### config.mk
export PLATFORM = sky130hd
export DESIGN_NAME = flash_sample_fetcher
export DESIGN_NICKNAME = d
export VERILOG_FILES = /design/src/rtl/flash_sample_fetcher.sv
export SDC_FILE = /design/constraint.sdc
export NUM_CORES = 1
export LEC_CHECK = 0
export BUFFER_PORTS_ARGS = -buffer_cell sky130_fd_sc_hd__buf_2
export CAP_MARGIN = 20
export CORE_MARGIN = 2
export CORE_UTILIZATION = 39
export CTS_CLUSTER_DIAMETER = 80
export DETAILED_ROUTE_END_ITERATION = 16
export HOLD_SLACK_MARGIN = 0.03
export PLACE_DENSITY = 0.69
export SETUP_SLACK_MARGIN = 0.1
export SLEW_MARGIN = 30
export SYNTH_ARGS = -nofsm -noshare
export SYNTH_HDL_FRONTEND = slang
export SYNTH_SLANG_ARGS = --single-unit
### constraint.sdc
create_clock -name clock50 -period 2.9 [get_ports clock50]
set_clock_uncertainty 0.2 [all_clocks]
set_input_delay 0.29 -clock clock50 [delete_from_list [all_inputs] [get_ports clock50]]
set_output_delay 0.29 -clock clock50 [all_outputs]
set_load 0.02 [all_outputs]
### src/rtl/flash_sample_fetcher.sv
// Fetches 32-bit words from flash (Avalon-MM pipelined read, one outstanding) and hands them out
// as two 16-bit samples on a valid/ack handshake. End-of-song parking unless FSF_LOOP_EN is defined.
module flash_sample_fetcher #(
  parameter int                ADDR_W   = 23,
  parameter logic [ADDR_W-1:0] MAX_ADDR = 23'h7FFFF
) (
  input  logic              clock50,
  input  logic              rstn,
  input  logic              sample_ack,
  input  logic              direction,
  input  logic              pause,
  input  logic              restart,
  output logic              flash_mem_read,
  input  logic              flash_mem_waitrequest,
  output logic [ADDR_W-1:0] flash_mem_address,
  output logic [3:0]        flash_mem_byteenable,
  input  logic [31:0]       flash_mem_readdata,
  input  logic              flash_mem_readdatavalid,
  output logic [15:0]       sample_out,
  output logic              sample_valid,
  output logic              end_of_song
);

  typedef enum logic [1:0] {
    S_IDLE,
    S_REQ,
    S_WAIT_DATA,
    S_HAVE_WORD
  } state_t;

  state_t            state_q, state_d;
  logic [ADDR_W-1:0] addr_q, addr_d;
  logic [31:0]       word_q, word_d;
  logic              word_dir_q, word_dir_d;
  logic              half_q, half_d;
  logic              rst_pend_q, rst_pend_d;
  logic              eos_q, eos_d;

  logic [ADDR_W-1:0] start_addr;
  logic [ADDR_W-1:0] step_addr;
  logic              step_eos;

  assign start_addr = direction ? MAX_ADDR : '0;

  // Next word address; at the region ends either wrap or flag end of song.
  always_comb begin
    step_addr = addr_q;
    step_eos  = 1'b0;
    if (!direction) begin
      if (addr_q == MAX_ADDR) begin
`ifdef FSF_LOOP_EN
        step_addr = '0;
`else
        step_eos  = 1'b1;
`endif
      end else begin
        step_addr = addr_q + 1'b1;
      end
    end else begin
      if (addr_q == '0) begin
`ifdef FSF_LOOP_EN
        step_addr = MAX_ADDR;
`else
        step_eos  = 1'b1;
`endif
      end else begin
        step_addr = addr_q - 1'b1;
      end
    end
  end

  always_comb begin
    state_d    = state_q;
    addr_d     = addr_q;
    word_d     = word_q;
    word_dir_d = word_dir_q;
    half_d     = half_q;
    rst_pend_d = rst_pend_q;
    eos_d      = eos_q;
    case (state_q)
      S_IDLE: begin
        if (restart) begin
          addr_d = start_addr;
          half_d = 1'b0;
          eos_d  = 1'b0;
        end else if (!pause && !eos_q) begin
          state_d = S_REQ;
        end
      end
      S_REQ: begin
        if (restart) rst_pend_d = 1'b1;
        if (!flash_mem_waitrequest) state_d = S_WAIT_DATA;
      end
      S_WAIT_DATA: begin
        if (restart) rst_pend_d = 1'b1;
        if (flash_mem_readdatavalid) begin
          // A restart seen while the read was in flight discards this word.
          if (rst_pend_q || restart) begin
            rst_pend_d = 1'b0;
            addr_d     = start_addr;
            half_d     = 1'b0;
            state_d    = S_IDLE;
          end else begin
            word_d     = flash_mem_readdata;
            word_dir_d = direction;
            half_d     = 1'b0;
            state_d    = S_HAVE_WORD;
          end
        end
      end
      S_HAVE_WORD: begin
        if (restart) begin
          addr_d  = start_addr;
          half_d  = 1'b0;
          eos_d   = 1'b0;
          state_d = S_IDLE;
        end else if (sample_ack && !pause) begin
          if (!half_q) begin
            half_d = 1'b1;
          end else begin
            half_d  = 1'b0;
            addr_d  = step_addr;
            eos_d   = step_eos;
            state_d = S_IDLE;
          end
        end
      end
      default: state_d = S_IDLE;
    endcase
  end

  always_ff @(posedge clock50 or negedge rstn) begin
    if (!rstn) begin
      state_q    <= S_IDLE;
      addr_q     <= '0;
      word_q     <= '0;
      word_dir_q <= 1'b0;
      half_q     <= 1'b0;
      rst_pend_q <= 1'b0;
      eos_q      <= 1'b0;
    end else begin
      state_q    <= state_d;
      addr_q     <= addr_d;
      word_q     <= word_d;
      word_dir_q <= word_dir_d;
      half_q     <= half_d;
      rst_pend_q <= rst_pend_d;
      eos_q      <= eos_d;
    end
  end

  assign flash_mem_read       = (state_q == S_REQ);
  assign flash_mem_address    = addr_q;
  assign flash_mem_byteenable = 4'hF;
  // Backward words present the upper half first.
  assign sample_out           = (half_q ^ word_dir_q) ? word_q[31:16] : word_q[15:0];
  assign sample_valid         = (state_q == S_HAVE_WORD) && !pause;
  assign end_of_song          = eos_q;

endmodule

==> results of run 1 <==
[layout make-up]
type | count | area (um2)
clock inverter | 3 | 68.82
timing repair buffer | 132 | 873.3
clock buffer | 12 | 155.1
sequential | 61 | 1529
inverter | 14 | 52.55
tap | 136 | 170.2
fill | 930 | 4962
multi-input combinational | 327 | 2466
[worst paths after layout]
kind | startpoint | endpoint | slack, ns | cells past startpoint
min | flash_mem_waitrequest | state_q[0] | 0.13 | 3
max | flash_mem_address[10] | flash_mem_address[18] | 0.21 | 8
max in group asynchronous | rstn | flash_mem_address[0] | 1.45 | 3
max reg2reg | flash_mem_address[10] | flash_mem_address[18] | 0.21 | 8
min reg2reg | word_q[7] | word_q[7] | 0.30 | 1
min in group asynchronous | rstn | word_q[3] | 0.47 | 3
[per-layer routing]
layer	up-vias	GRT usage [%]	share of wire, %
li1	1800	-	-
met1	1796	26.00	45
met2	78	32.85	48
met3	20	3.708	4.1
met4	0	8.163	2.7
met5	-	0	0
[what timing repair did]
action	CTS	global route
resized for setup	1	4
buffers inserted	1	0
hold buffers	34	0
pin swaps	1	1
endpoints found under the hold margin	94	0
endpoints found under the setup margin	2	5
[cell families after synthesis]
| group | after synthesis | share of synthesized area [%] |
|---|---|---|
| multiplexers | 53 | 14.40 |
| XOR/XNOR | 14 | 2.977 |
| buffers and inverters | 33 | 3.676 |
| adder cells (fa/ha/maj) | 27 | 8.384 |
| AO/OA/AOI/OAI | 123 | 20.56 |
| other | 1 | 0.09104 |
| AND/OR/NAND/NOR | 106 | 12.85 |
| flip-flops | 61 | 37.06 |
[synthesized netlist by cell type (all sizes together), types with 4 or more instances]
cell     n
inv     14
nor4     5
nor3    10
nor2    22
a21o    11
mux2    50
a21oi   28
o31a     4
o21ai   36
nand3    5
dfrtp   61
clkbuf  10
nand2b   5
and3     4
ha      26
xor2     5
and2     9
a211oi   4
o31ai    6
a31oi    8
xnor2    9
o21bai   5
nand2   31
nand4    5
buf      9
[registers in the layout, indices dropped and copies added (netlist names)]
signal / count
word_q: 32
word_dir_q: 1
state_q: 2
end_of_song: 1
half_q: 1
rst_pend_q: 1
flash_mem_address: 23
[critical path, stage by stage (launching register included)]
cell and delay [ns]:
dfrtp_2 0.44, ha_1 0.30, a21o_1 0.23, a311o_1 0.36, a32oi_4 0.23, o22ai_4 0.16, a311o_1 0.35, xnor2_1 0.13
o31ai_1 0.19
[where the power goes]
part | internal (mW) | switching, mW
logic | 1.58 | 2.06
clock network | 0.528 | 0.328
registers | 1.25 | 0.365
total | 3.35 | 2.75
==> out/results.tsv, run 1 <==
stage	metric	value	unit
status	status	complete, no violations	
yosys	post-synthesis cell count	418	
floorplan	Initial Util	40.08	%
global_route	vias in the first global route	3654	
floorplan	Core Box Area	10280	um2
yosys	area share of the largest cell type after synthesis	37.06	%
power	Static Leakage	2.479	nW
yosys	Seq/Total Area, Yosys	37.06	%
sta	RSZ-0062 raised after global routing	true	
worst_setup_path	worst path arrival time	2.73	ns
sta	max_slew headroom	47.40	%
yosys	main area contributors after synthesis	dfrtp_1 (37%), mux2_2 (13%), ha_1 (7.9%), o21ai_0 (3.9%), a21oi_1 (3.4%)	
finish	most common cell after layout, fill and taps aside	buf_2	
clocking	clock tree buffer depth	2	
finish	nets	612	
sta	# setup viols final	0	
power	pwr/cell area	1148	nW/um2
sta	Tmin final	2.690	ns
worst_setup_path	critical setup path kind	flop to flop	
route	Routed WL per cell	15.98	um
placed_design	pre-CTS WS	0.02886	ns
sta	setup slack after layout	0.2098	ns
sta	fin crit share	92.76	%
finish	area grow syn2layout	29.04	%
global_route	total gr overflow	0	
finish	fraction of layout cells with a size suffix above 1	31.88	%
floorplan	die height	106.8	um
placed_design	DP Cell Count	635	
yosys	register bit total from synthesis	61	
yosys	yosys warns	0	
global_route	initial antenna violation count	0	
finish	most frequent cells in the layout	buf_2 (81), dfrtp_1 (59), mux2_2 (49)	
sta	Final Hold Viols	0	
floorplan	Total Die Area	11400	um2
global_route	GR Util All Layers	20.01	%
route	iteration-0 DRC count of the detailed router	168	
yosys	ys flop type	dfrtp_1	
floorplan	Die Wd	106.8	um
clocking	CTS clk-pin slew, worst paths	0.07	ns
sta	Pins Over Slew Limit	0	
yosys	top cell type by total area after synthesis	dfrtp_1	
clocking	Root Driver	clkbuf_8	
worst_hold_path	Hold Crit Class	primary input to flop	
worst_setup_path	crit path max fanout	7	
finish	post-route cell area	5315	um2
route	via count	3694	
power	Max VDD drop	0.3863	mV
clocking	htree depth	3	
route	Total Wirelength	10940	um
clocking	CTS tree	yes	
global_route	first-pass GRT wire length	18100	um
yosys	Yosys cell types	58	
worst_setup_path	critical path launch point type	flop	
clocking	CTS Buf Count	9	
yosys	post-synthesis async set-or-reset flop share	100.0	%
floorplan	row cnt	37	
sta	worst hold margin	0.1259	ns
finish	fin util	51.72	%
power	Final Power	6.101	mW
placed_design	Final Wtd Congestion	0.9067	
yosys	Mapped Area	4119	um2
route	First-pass DRT Iterations	4	
yosys	Avg Inst Size Synth	9.854	um2
sta	Slew @ Worst Pin	0.7890	ns
sta	Setup TNS	0	ns
route	via/cell ratio	5.393	
placed_design	Placed Instance Area	4727	um2
worst_setup_path	Required @ worst endpoint	2.94	ns
yosys	Post-synth EDFFs	0	
finish	diode count	0	
floorplan	IO Pins	86	
route	DRC	0	
global_route	largest net degree at the start of global routing	62	
worst_setup_path	Worst setup EP type	flop	
run	max_cap viols	0	
placed_design	# port buffers	81	
clocking	clk sinks	61	
sta	Highest Clock Rate	0.3717	GHz
route	DRT antenna net count	0	
placed_design	DPL Wire Length	7642	um
clocking	clk_lat worst skew	0.34	ns
finish	Non-Filler Instances	685	
Power figures use the tool's default switching activity.
==> run 2, diff against run 1 <==
--- a/config.mk
+++ b/config.mk
@@ -12,6 +12,7 @@
 export CTS_CLUSTER_DIAMETER = 80
 export DETAILED_ROUTE_END_ITERATION = 16
 export HOLD_SLACK_MARGIN = 0.03
+export MAX_ROUTING_LAYER = met4
 export PLACE_DENSITY = 0.69
 export SETUP_SLACK_MARGIN = 0.1
 export SLEW_MARGIN = 30
==> out/results.tsv, run 2 (synthesis results as in run 1) <==
stage	metric	value	unit
route	DRT antenna net count	0	
sta	Pins Over Slew Limit	0	
clocking	htree depth	3	
worst_setup_path	Critical Path Source	flash_mem_address[10]	
worst_setup_path	R2R Setup Slk	0.20	ns
worst_setup_path	crit path to	flash_mem_address[18]	
sta	Setup TNS	0	ns
route	First-pass DRT Iterations	4	
sta	RSZ-0062 raised after global routing	true	
worst_setup_path	Required @ worst endpoint	2.94	ns
global_route	vias in the first global route	3645	
route	iteration-0 DRC count of the detailed router	196	
global_route	GR Util All Layers	20.56	%
finish	max reg flops	32	
route	via/cell ratio	5.394	
placed_design	Placed Instance Area	4727	um2
placed_design	Final Wtd Congestion	0.9223	
clocking	CTS Buf Count	9	
clocking	Root Driver	clkbuf_8	
route	Routed WL per cell	15.91	um
power	Final Power	6.104	mW
power	Pint	3.351	mW
sta	Slew @ Worst Pin	0.7848	ns
worst_setup_path	Worst setup EP type	flop	
route	DRC	0	
finish	most frequent cells in the layout	buf_2 (81), dfrtp_1 (59), mux2_2 (49)	
power	net load switching power	2.753	mW
worst_setup_path	worst-path cell chain	ha_1 > a21o_1 > a311o_1 > a32oi_4 > o22ai_4 > a311o_1 > xnor2_1 > o31ai_1	
worst_setup_path	FF-to-FF path depth	8	
power	pwr/cell area	1148	nW/um2
finish	Top reg by flops	word_q	
sta	Final Hold Viols	0	
floorplan	die height	106.8	um
finish	post-route cell area	5318	um2
status	status	complete, no violations	
clocking	CTS clk-pin slew, worst paths	0.07	ns
worst_setup_path	reg2reg end	flash_mem_address[18]	
worst_hold_path	Hold Crit Class	primary input to flop	
finish	most common cell after layout, fill and taps aside	buf_2	
clocking	clock tree buffer depth	2	
global_route	initial antenna violation count	0	
route	Total Wirelength	10910	um
global_route	total gr overflow	0	
worst_setup_path	CP max stage delay	0.44	ns
power	Sw Share	45.10	%
worst_setup_path	critical setup path kind	flop to flop	
power	Static Leakage	2.479	nW
finish	nets	612	
power	Max VDD drop	0.3878	mV
worst_setup_path	worst path arrival time	2.74	ns
floorplan	Initial Util	40.08	%
route	via count	3700	
placed_design	# port buffers	81	
floorplan	Total Die Area	11400	um2
finish	area grow syn2layout	29.10	%
worst_setup_path	most frequent CP cell	a311o_1	
power	Sequential Power Share	26.3	%
sta	max_slew headroom	47.68	%
placed_design	DPL Wire Length	7642	um
worst_setup_path	Worst path slowest cell	dfrtp_2	
floorplan	Die Wd	106.8	um
clocking	CTS tree	yes	
worst_setup_path	critical path launch point type	flop	
sta	Tmin final	2.696	ns
worst_setup_path	Reg-to-Reg Start	flash_mem_address[10]	
floorplan	IO Pins	86	
finish	fraction of layout cells with a size suffix above 1	31.88	%
clocking	clk sinks	61	
worst_setup_path	crit path max fanout	7	
power	power share of the combinational group	59.6	%
floorplan	Core Box Area	10280	um2
sta	Highest Clock Rate	0.3709	GHz
run	max_cap viols	0	
clocking	clk_lat worst skew	0.34	ns
global_route	largest net degree at the start of global routing	62	
sta	fin crit share	92.96	%
sta	# setup viols final	0	
global_route	first-pass GRT wire length	18090	um
floorplan	row cnt	37	
power	clock share of power	14.0	%
-- run 2: metal layers --
layer	GRT usage (%)	part of all wire, %	vias up	wire, um
met5	-	0	-	0
met4	8.442	2.4	0	259
met2	32.67	48	79	5249
li1	-	-	1798	-
met3	3.526	3.6	17	392
met1	26.12	46	1806	5012
-- run 2: how the worst min path moves through the flow --
stage                                startpoint          end  cells after the start
after floorplan                            rstn  end_of_song                      0
after global placement                word_q[0]    word_q[0]                      1
after detailed placement              word_q[8]    word_q[8]                      1
after CTS                               restart   rst_pend_q                      3
after global routing      flash_mem_waitrequest   state_q[0]                      3
final                     flash_mem_waitrequest   state_q[0]                      3
-- run 2: what timing repair did --
action                                 CTS  global route
hold buffers                            34             0
buffers inserted                         1             0
pin swaps                                1             2
endpoints found under the hold margin   94             0
resized for setup                        1             4
setup endpoints to repair                2             5
-- run 2: metrics by stage --
stage / setup WS, ns / hold slack (ns) / instances / util, %
floorplan: 0.1911 / -0.2056 / 421 / -
global placement: 0.09705 / 0.2836 / 635 / 45.99
detailed placement: 0.02886 / 0.2916 / 635 / 45.99
CTS: 0.1109 / 0.1106 / 685 / 51.61
global route: 0.08456 / 0.1335 / 685 / 51.72
finish: 0.2040 / 0.1227 / 686 / 51.74
-- run 2: cell type report --
type	count	area [um2]
clock buffers	12	155.1
well taps	136	170.2
diodes	1	2.502
multi-input cells	327	2466
clock inverters	3	68.82
flip-flops and latches	61	1529
repair buffers	132	873.3
inverters	14	52.55
fillers	929	4960
-- run 2: power by group through the flow --
stage	sequential, mW	clock (mW)	combinational (mW)
global placement	1.58	0	3.47
finish	1.61	0.857	3.64
floorplan	1.69	0	2.43
CTS	1.60	0.890	3.60
detailed placement	1.61	0	3.54
global route	1.67	0.927	3.99
-- run 2: critical path: cells and delay by family, from the launching register on --
family,cells,cell delay (ns)
compound gates,6,1.54
flops,1,0.44
fa+ha+maj,1,0.30
xor+xnor,1,0.13
==> run 3, diff against run 2 <==
--- a/config.mk
+++ b/config.mk
@@ -7,7 +7,6 @@
 export LEC_CHECK = 0
 export BUFFER_PORTS_ARGS = -buffer_cell sky130_fd_sc_hd__buf_2
 export CAP_MARGIN = 20
-export CORE_MARGIN = 2
 export CORE_UTILIZATION = 39
 export CTS_CLUSTER_DIAMETER = 80
 export DETAILED_ROUTE_END_ITERATION = 16
==> out/results.tsv, run 3 (synthesis results as in run 1) <==
stage	metric	value	unit
status	status	complete, no violations	
clocking	CTS Buf Count	9	
finish	most common cell after layout, fill and taps aside	buf_2	
route	DRT antenna net count	0	
sta	Highest Clock Rate	0.3747	GHz
route	via/cell ratio	5.407	
worst_hold_path	hold path endpoint	rst_pend_q	
clocking	CTS tree	yes	
route	First-pass DRT Iterations	4	
worst_setup_path	Worst path slowest cell	fa_1	
floorplan	die height	104.8	um
sta	max_slew headroom	41.08	%
clocking	Root Driver	clkbuf_8	
sta	Pins Over Slew Limit	0	
sta	Setup TNS	0	ns
sta	fin crit share	92.03	%
finish	area grow syn2layout	28.86	%
worst_setup_path	worst-path cell chain	fa_1 > a211oi_2 > o21ai_2 > a32oi_4 > o22ai_4 > buf_4 > a311oi_2 > xor2_1 > o21bai_1	
route	via count	3731	
sta	worst hold margin	0.1173	ns
worst_setup_path	Required @ worst endpoint	2.95	ns
finish	diode count	0	
clocking	htree depth	3	
worst_setup_path	Reg-to-Reg Start	flash_mem_address[0]	
global_route	total gr overflow	0	
power	pwr/cell area	1131	nW/um2
floorplan	Core Box Area	10280	um2
sta	Slew @ Worst Pin	0.8615	ns
sta	Tmin final	2.669	ns
sta	Final Hold Viols	0	
global_route	initial antenna violation count	0	
worst_setup_path	buffer and inverter count on the worst path	1	
clocking	clock tree buffer depth	2	
worst_setup_path	worst path arrival time	2.71	ns
finish	most frequent cells in the layout	buf_2 (81), dfrtp_1 (60), mux2_2 (49)	
floorplan	IO Pins	86	
floorplan	row cnt	37	
floorplan	Initial Util	40.08	%
route	Total Wirelength	10900	um
run	max_cap viols	0	
placed_design	DP Cell Count	636	
worst_hold_path	hold depth	3	
clocking	clk sinks	61	
global_route	first-pass GRT wire length	18400	um
placed_design	# port buffers	81	
sta	# setup viols final	0	
finish	# fillers	919	
finish	fraction of layout cells with a size suffix above 1	32.13	%
route	Routed WL per cell	15.79	um
worst_setup_path	critical path launch point type	flop	
worst_hold_path	Hold Crit Class	primary input to flop	
global_route	largest net degree at the start of global routing	34	
worst_setup_path	crit path max fanout	7	
finish	nets	617	
worst_setup_path	CP max stage delay	0.44	ns
worst_setup_path	R2R Setup Slk	0.23	ns
worst_setup_path	critical setup path kind	flop to flop	
finish	max reg flops	32	
floorplan	Die Wd	104.8	um
finish	Top reg by flops	word_q	
sta	RSZ-0062 raised after global routing	false	
placed_design	Final Wtd Congestion	0.9117	
global_route	GR Util All Layers	21.70	%
worst_setup_path	reg2reg end	flash_mem_address[22]	
power	Static Leakage	2.480	nW
worst_setup_path	crit-path leading delay family	compound AO/OA/AOI/OAI gates	
placed_design	DPL Wire Length	7576	um
worst_setup_path	FF-to-FF path depth	9	
floorplan	Total Die Area	10980	um2
clocking	clk_lat worst skew	0.35	ns
power	Max VDD drop	0.4054	mV
finish	Non-Filler Instances	690	
route	iteration-0 DRC count of the detailed router	182	
global_route	vias in the first global route	3779	
worst_hold_path	Min-Delay Startpoint	restart	
clocking	CTS clk-pin slew, worst paths	0.08	ns
worst_setup_path	Worst setup EP type	flop	
route	DRC	0	
-- run 3: cell types whose count changed in the layout (fill, tap and decap cells not counted), sizes merged --
cell	before	now
buf	98	103
bufinv	2	1
clkbuf	12	11
clkinvlp	0	2
diode	1	0
-- run 3: cell type report --
class / instances / area [um2] / area share (%)
clock buffer: 11 / 131.4 / 2.475
clock inverter: 4 / 50.05 / 0.9430
inverter: 14 / 52.55 / 0.9901
multi-input combinational: 327 / 2465 / 46.44
sequential: 61 / 1528 / 28.78
tap: 136 / 170.2 / 3.206
timing repair buffer: 137 / 910.9 / 17.16
-- run 3: worst max-delay path by stage --
stage | start | depth (start not counted) | slack (ns) | to
2_1_floorplan | flash_mem_address[0] | 8 | 0.19 | flash_mem_address[18]
3_3_place_gp | direction | 9 | 0.09 | flash_mem_address[21]
3_5_place_dp | direction | 9 | -0.04 | flash_mem_address[21]
4_1_cts | flash_mem_address[0] | 8 | 0.10 | flash_mem_address[18]
5_1_grt | flash_mem_address[0] | 8 | 0.10 | flash_mem_address[16]
6_report | flash_mem_address[0] | 9 | 0.23 | flash_mem_address[22]
-- run 3: worst min-delay path, stage by stage --
cell and delay (ns):
buf_2 0.15, a21oi_1 0.13, a31oi_1 0.05
-- run 3: what timing repair did --
item,in CTS,in global routing
setup buffers,0,5
hold endpoints to repair,58,0
resized for setup,0,4
hold buffers,34,0
endpoints found under the setup margin,0,6
-- run 3: stage by stage --
stage | setup slack [ns] | area (um2) | utilization [%] | power, mW
2_1_floorplan | 0.1911 | 4130 | - | 4.117
3_3_place_gp | 0.08668 | 4735 | 46.07 | 5.039
3_5_place_dp | -0.04139 | 4735 | 46.07 | 5.134
4_1_cts | 0.1047 | 5256 | 51.14 | 5.931
5_1_grt | 0.1039 | 5308 | 51.64 | 6.460
6_report | 0.2312 | 5308 | 51.64 | 6.001
-- run 3: power breakdown --
group	internal, mW	switching, mW	leakage, nW	total (mW)
combinational	1.61	2.06	1.64	3.67
clock	0.391	0.342	0.0854	0.733
sequential	1.24	0.357	0.760	1.60
-- run 3: layer usage --
metal / track usage [%] / up-vias / routed length, um
li1: - / 1809 / -
met1: 25.98 / 1784 / 4693
met2: 34.67 / 107 / 5307
met3: 3.618 / 31 / 513
met4: 12.37 / 0 / 384
met5: - / - / 0
